## src/rtl/alu_pipe.sv

```systemverilog
// alu_pipe: single-cycle ALU with a shift-add multiplier and valid/ready handshakes on both sides.
module alu_pipe #(
   parameter int WIDTH = 16
) (
   input  logic             clk,
   input  logic             rst,
   input  logic             in_valid,
   output logic             in_ready,
   input  logic [3:0]       codop,
   input  logic [WIDTH-1:0] data_a,
   input  logic [WIDTH-1:0] data_b,
   output logic             out_valid,
   input  logic             out_ready,
   output logic [WIDTH-1:0] out,
   output logic             neg,
   output logic             zero,
   output logic             carry,
   output logic             overflow,
   output logic             busy
);
   localparam int SHW = $clog2(WIDTH);
   typedef enum logic {IDLE, MUL} state_t;
   state_t state, state_nx;
   logic [2*WIDTH-1:0] acc, mcand, acc_nx;
   logic [WIDTH-1:0] mplier, x, y, res;
   logic [WIDTH:0] sum;
   logic [SHW-1:0] cnt, sh;
   logic sub, arith, c_o, v_o, accept, last;
   assign in_ready = !rst && state == IDLE && (!out_valid || out_ready);
   assign accept = in_valid && in_ready;
   assign busy = state == MUL;
   assign last = cnt == SHW'(WIDTH - 1);
   assign acc_nx = acc + (mplier[0] ? mcand : '0);
   // x/y are ordered as minuend/subtrahend so one adder serves every add and sub opcode
   always_comb begin
      sh = data_b[SHW-1:0];
      sub = codop == 4'd1 || codop == 4'd10;
      arith = codop == 4'd0 || codop == 4'd9 || sub;
      x = codop == 4'd1 ? data_b : data_a;
      y = codop == 4'd1 ? data_a : data_b;
      sum = sub ? {1'b0, x} - {1'b0, y} : {1'b0, x} + {1'b0, y};
      c_o = arith && sum[WIDTH];
      v_o = arith && ((x[WIDTH-1] ^ y[WIDTH-1]) == sub) && (sum[WIDTH-1] ^ x[WIDTH-1]);
      res = '0;
      case (codop)
         4'd0, 4'd1, 4'd9, 4'd10: res = sum[WIDTH-1:0];
         4'd2: res = WIDTH'(data_a > data_b);
         4'd3: res = data_a & data_b;
         4'd4: res = data_a | data_b;
         4'd5: res = data_a ^ data_b;
         4'd6: res = data_a << sh;
         4'd7: res = data_a >> sh;
         4'd8: res = $signed(data_a) >>> sh;
         default: res = '0;
      endcase
   end
   always_comb begin
      state_nx = state;
      if (state == IDLE && accept && codop == 4'd11) state_nx = MUL;
      if (state == MUL && last) state_nx = IDLE;
   end
   always_ff @(posedge clk or posedge rst) begin
      if (rst) state <= IDLE;
      else state <= state_nx;
   end
   always_ff @(posedge clk or posedge rst) begin
      if (rst) begin
         out <= '0;
         {neg, zero, carry, overflow} <= '0;
         out_valid <= 1'b0;
         acc <= '0;
         mcand <= '0;
         mplier <= '0;
         cnt <= '0;
      end else if (state == MUL) begin
         acc <= acc_nx;
         mcand <= mcand << 1;
         mplier <= mplier >> 1;
         cnt <= cnt + 1'b1;
         if (last) begin
            out <= acc_nx[WIDTH-1:0];
            neg <= acc_nx[WIDTH-1];
            zero <= acc_nx[WIDTH-1:0] == '0;
            carry <= 1'b0;
            overflow <= |acc_nx[2*WIDTH-1:WIDTH];
            out_valid <= 1'b1;
         end
      end else if (accept && codop == 4'd11) begin
         acc <= '0;
         mcand <= {{WIDTH{1'b0}}, data_a};
         mplier <= data_b;
         cnt <= '0;
         out_valid <= 1'b0;
      end else if (accept) begin
         out <= res;
         neg <= res[WIDTH-1];
         zero <= res == '0;
         carry <= c_o;
         overflow <= v_o;
         out_valid <= 1'b1;
      end else if (out_ready) begin
         out_valid <= 1'b0;
      end
   end
endmodule

```

## config.mk

```make
export PLATFORM = sky130hd
export DESIGN_NAME = alu_pipe
export DESIGN_NICKNAME = d
export VERILOG_FILES = /design/src/rtl/alu_pipe.sv
export SDC_FILE = /design/constraint.sdc
export NUM_CORES = 1
export LEC_CHECK = 0
export CORE_ASPECT_RATIO = 1.25
export CORE_MARGIN = 2
export CORE_UTILIZATION = 40
export DETAILED_ROUTE_END_ITERATION = 12
export DONT_BUFFER_PORTS = 1
export GPL_TIMING_DRIVEN = 0
export SYNTH_ARGS = -nofsm -noshare
export SYNTH_HDL_FRONTEND = slang
export SYNTH_SLANG_ARGS = --single-unit
export TNS_END_PERCENT = 5
```

## constraint.sdc

```tcl
create_clock -name clk -period 4.7 [get_ports clk]
set_input_delay 0.705 -clock clk [delete_from_list [all_inputs] [get_ports clk]]
set_output_delay 0.705 -clock clk [all_outputs]
set_load 0.05 [all_outputs]
```

==> impl_metrics.toml <==
[detailed_routing]
detailed_routing_iteration_count_for_the_pre_antenna_repair_pass = 5
wirelength_mm = 43.12
drt-vias-per-instance = 6.305
drtAntennaViolNets = 0
routed-via-count = 10980
drc_violations_left = 0
drt_first_iter_violations = 700
avgRoutedWirePerCell_microns = 24.75

[cells_and_area]
final_util_pct = 44.36
final_common_cell = "nand2_1"
number_of_fillers_in_the_final_layout = 2761
final_design_area_no_fill_sq_um = 11940
mostFrequentLayoutCells = "157 x nand2_1, 118 x o21ai_0, 114 x nor2_1"
num_antenna_cells = 0
flow.area_growth_from_synthesis_pct = 8.618
count_of_nets_after_finishing = 1532
multiInputGateArea_sq_um = 7869
finish.cell_count_without_fillers = 1742
area.sequential_sq_um = 2628
final_layout_size_suffix_gt1_share_pct = 8.661

[synth]
synth.ff_latch_count = 105
synth_top_cell_area_share_pct = 23.91
synth-async-reset-ratio_pct = 100.0
yosys.area.top_type = "dfrtp_1"
synth_fp_nets = 1514
yosysSeqAreaShare_pct = 23.91
yosys-top-cells-area = "dfrtp_1 24%, ha_1 11%, o21ai_0 5.6%, nand2_1 5.4%, mux4_2 4.5%"
yosys_warnings = 0
synth_top_flop_cell = "dfrtp_1"
count_of_flip_flops_with_a_built_in_enable_after_synthesis = 0
mean_post_synth_cell_area_sq_um = 7.998
synth.cell_area_sq_um = 10990
synth.distinct_cells = 84
postSynthCellCount = 1374

[place]
post_dp_cell_area_sq_um = 11460
detailed_place_hpwl_mm = 34.67
placed_cells_incl_taps = 1721
finalWeightedCongestion = 1.005
port_buffers = 0

[cts]
clock_sink_count = 105
cts.htree.levels = 3
numCtsBuffers = 9
cts.hold.buffers_added = 0
tritoncts_clock_tree = "yes"
clk_latency_ps = 370
clockRootBuffer = "clkbuf_16"
clkSlewWorstSetupHoldPaths_ps = 80
deepest_clock_path_buffer_count = 2

[power_and_ir_drop]
power_frac_seq_pct = 37.5
clockPowerShare_pct = 15.8
ir_worst_vdd_mv = 0.2642
p_sw_share_pct = 49.97
switchingPower_mw = 2.388
cell_internal_power_mw = 2.391
leakage_nw = 5.199
power_frac_comb_pct = 46.8
cellPowerDensity_nw_per_um2 = 400.4
fin_total_pwr_mw = 4.779

[grt]
globalRoute.totalOverflow = 0
largest_net_degree_at_the_start_of_global_routing = 67
antenna_found_initial = 0
wire_length_of_the_first_global_routing_pass_mm = 65.23
grt_pass1_vias = 10990
groute.usage.overall_pct = 29.38

[setup_path]
endpoint_kind = "flop"
critical_path.endpoint = "zero$_DFFE_PP0P_"
timing.critical_path.from = "codop[3]"
startpoint_type = "primary input"
worst_ep_arrival_time_ps = 4810
critical_path_buf_inv_count = 4
r2r-end = "overflow$_DFFE_PP0P_"
type_of_the_worst_setup_path = "in -> reg"
reg2reg_slack_ps = 210
critical-path-top-delay-family = "compound AO/OA/AOI/OAI gates"
worst_path_max_delay_cell = "fa_1"
cp_cell_sequence = "buf_2, nor4b_4, buf_6, clkbuf_2, clkbuf_2, o21ai_0, fa_1, a211oi_2, o211ai_1, a31o_2, a21oi_1, xor2_1, o211ai_1, a2111oi_1, nand4_1, o31ai_2"
timing.critical_path.depth = 16
worst-r2r-cell-count = 14
critical_path.max_stage_delay_ps = 530
timing.critical_path.required_ps = 4970
crit-reg2reg-launch = "mplier[0]$_DFFE_PP0P_"
timing.critical_path.fanout_max = 10

[timing]
finalSetupViolCount = 0
worst_pin_slew_ps = 1376
slew_viol_final = 0
worst_clock_skew_ps = 19.07
fin_crit_ps = 4533
tns_ps = 0
min_period_over_period_pct = 96.45
slew_headroom_pct = 7.004
finalHoldViolations = 0
achievable-frequency_mhz = 220.6

[hold_path]
timing.hold.worst.class = "in -> async"

[run_status]
outcome = "finished, final reports clean"

[die]
design.core.area_sq_um = 26910
die-height_microns = 189.3
dieWidth_microns = 152.3
top_level_ports = 63
start_util_pct = 40.84
rows = 67
die_area_sq_um = 28820

[run]
max-cap-violations = 0
==> worst min path at each step <==
stage / from / depth (start not counted) / endpoint / slack, ps
finish: rst / 1 / out[1]$_DFFE_PP0P_ / 380
global route: rst / 1 / out[1]$_DFFE_PP0P_ / 460
CTS: rst / 1 / cnt[0]$_DFFE_PP0P_ / 420
detailed placement: acc[30]$_DFFE_PP0P_ / 2 / acc[30]$_DFFE_PP0P_ / 490
global placement: acc[30]$_DFFE_PP0P_ / 2 / acc[30]$_DFFE_PP0P_ / 470
floorplan: acc[30]$_DFFE_PP0P_ / 2 / acc[30]$_DFFE_PP0P_ / 460
==> per-stage QoR <==
step                      setup slack [ps]  hold slack [ps]
after global placement               -1333            469.5
after detailed placement             -1365            490.8
after CTS                            31.09            418.1
after global routing                -64.97            455.0
final                                166.7            382.8
after floorplan                      15.93            455.1
==> metal layers <==
layer	global-route usage, %	part of all wire, %
met5	0	0
met4	18.73	6.7
met3	3.571	4.6
met2	54.16	51
met1	31.76	37
==> synthesized netlist by cell type (all sizes together) (9+ instances only) <==
master,n
a21oi,89
inv,51
nor2b,12
o21ai,126
mux2,9
xnor2,29
and3,10
dfrtp,105
and2,38
buf,13
nor4,11
ha,98
nor3,29
a22oi,11
o21a,16
nand2b,14
nand3,36
a221o,32
o31ai,9
a21o,21
nand2,159
nor2,114
clkbuf,82
xor2,14
nand4,14
o211ai,25
mux4,22
mux2i,11
a211oi,30
==> registers in the layout, indices dropped and copies added, names as in the netlist <==
signal / flops
mplier: 16
busy: 1
overflow: 1
out: 16
zero: 1
acc: 32
mcand: 32
cnt: 4
carry: 1
out_valid: 1
==> power groups by stage <==
stage | clock, mW | sequential (mW) | combinational [mW]
after global placement | 0 | 1.80 | 2.13
after floorplan | 0 | 1.71 | 1.53
after detailed placement | 0 | 1.81 | 2.17
final | 0.753 | 1.79 | 2.23
after global routing | 0.794 | 1.83 | 2.44
after CTS | 0.757 | 1.79 | 2.20
==> layout make-up <==
class	count	area share, %
well taps	345	3.616
plain buffers	89	3.312
clock buffers	9	1.887
clock inverters	7	0.5451
multi-input cells	1121	65.92
repair buffers	13	1.017
flip-flops and latches	105	22.01
inverters	53	1.688
==> cells by family (layout without fill, tap and decap cells) <==
group	after synthesis	count (layout)	share of synthesized area [%]
compound gates	450	450	27.63
xor+xnor	44	44	3.643
fa+ha+maj	100	100	11.52
buf+inv	148	171	5.294
flops	105	105	23.91
mux	42	42	6.433
simple gates	485	485	21.56
==> timing repair <==
item / in CTS / in global routing
buffers inserted: 6 / 5
resized for setup: 28 / 25
hold endpoints to repair: 0 / 0
setup endpoints to repair: 15 / 7
pin swaps: 6 / 11
Power figures use the tool's default switching activity.
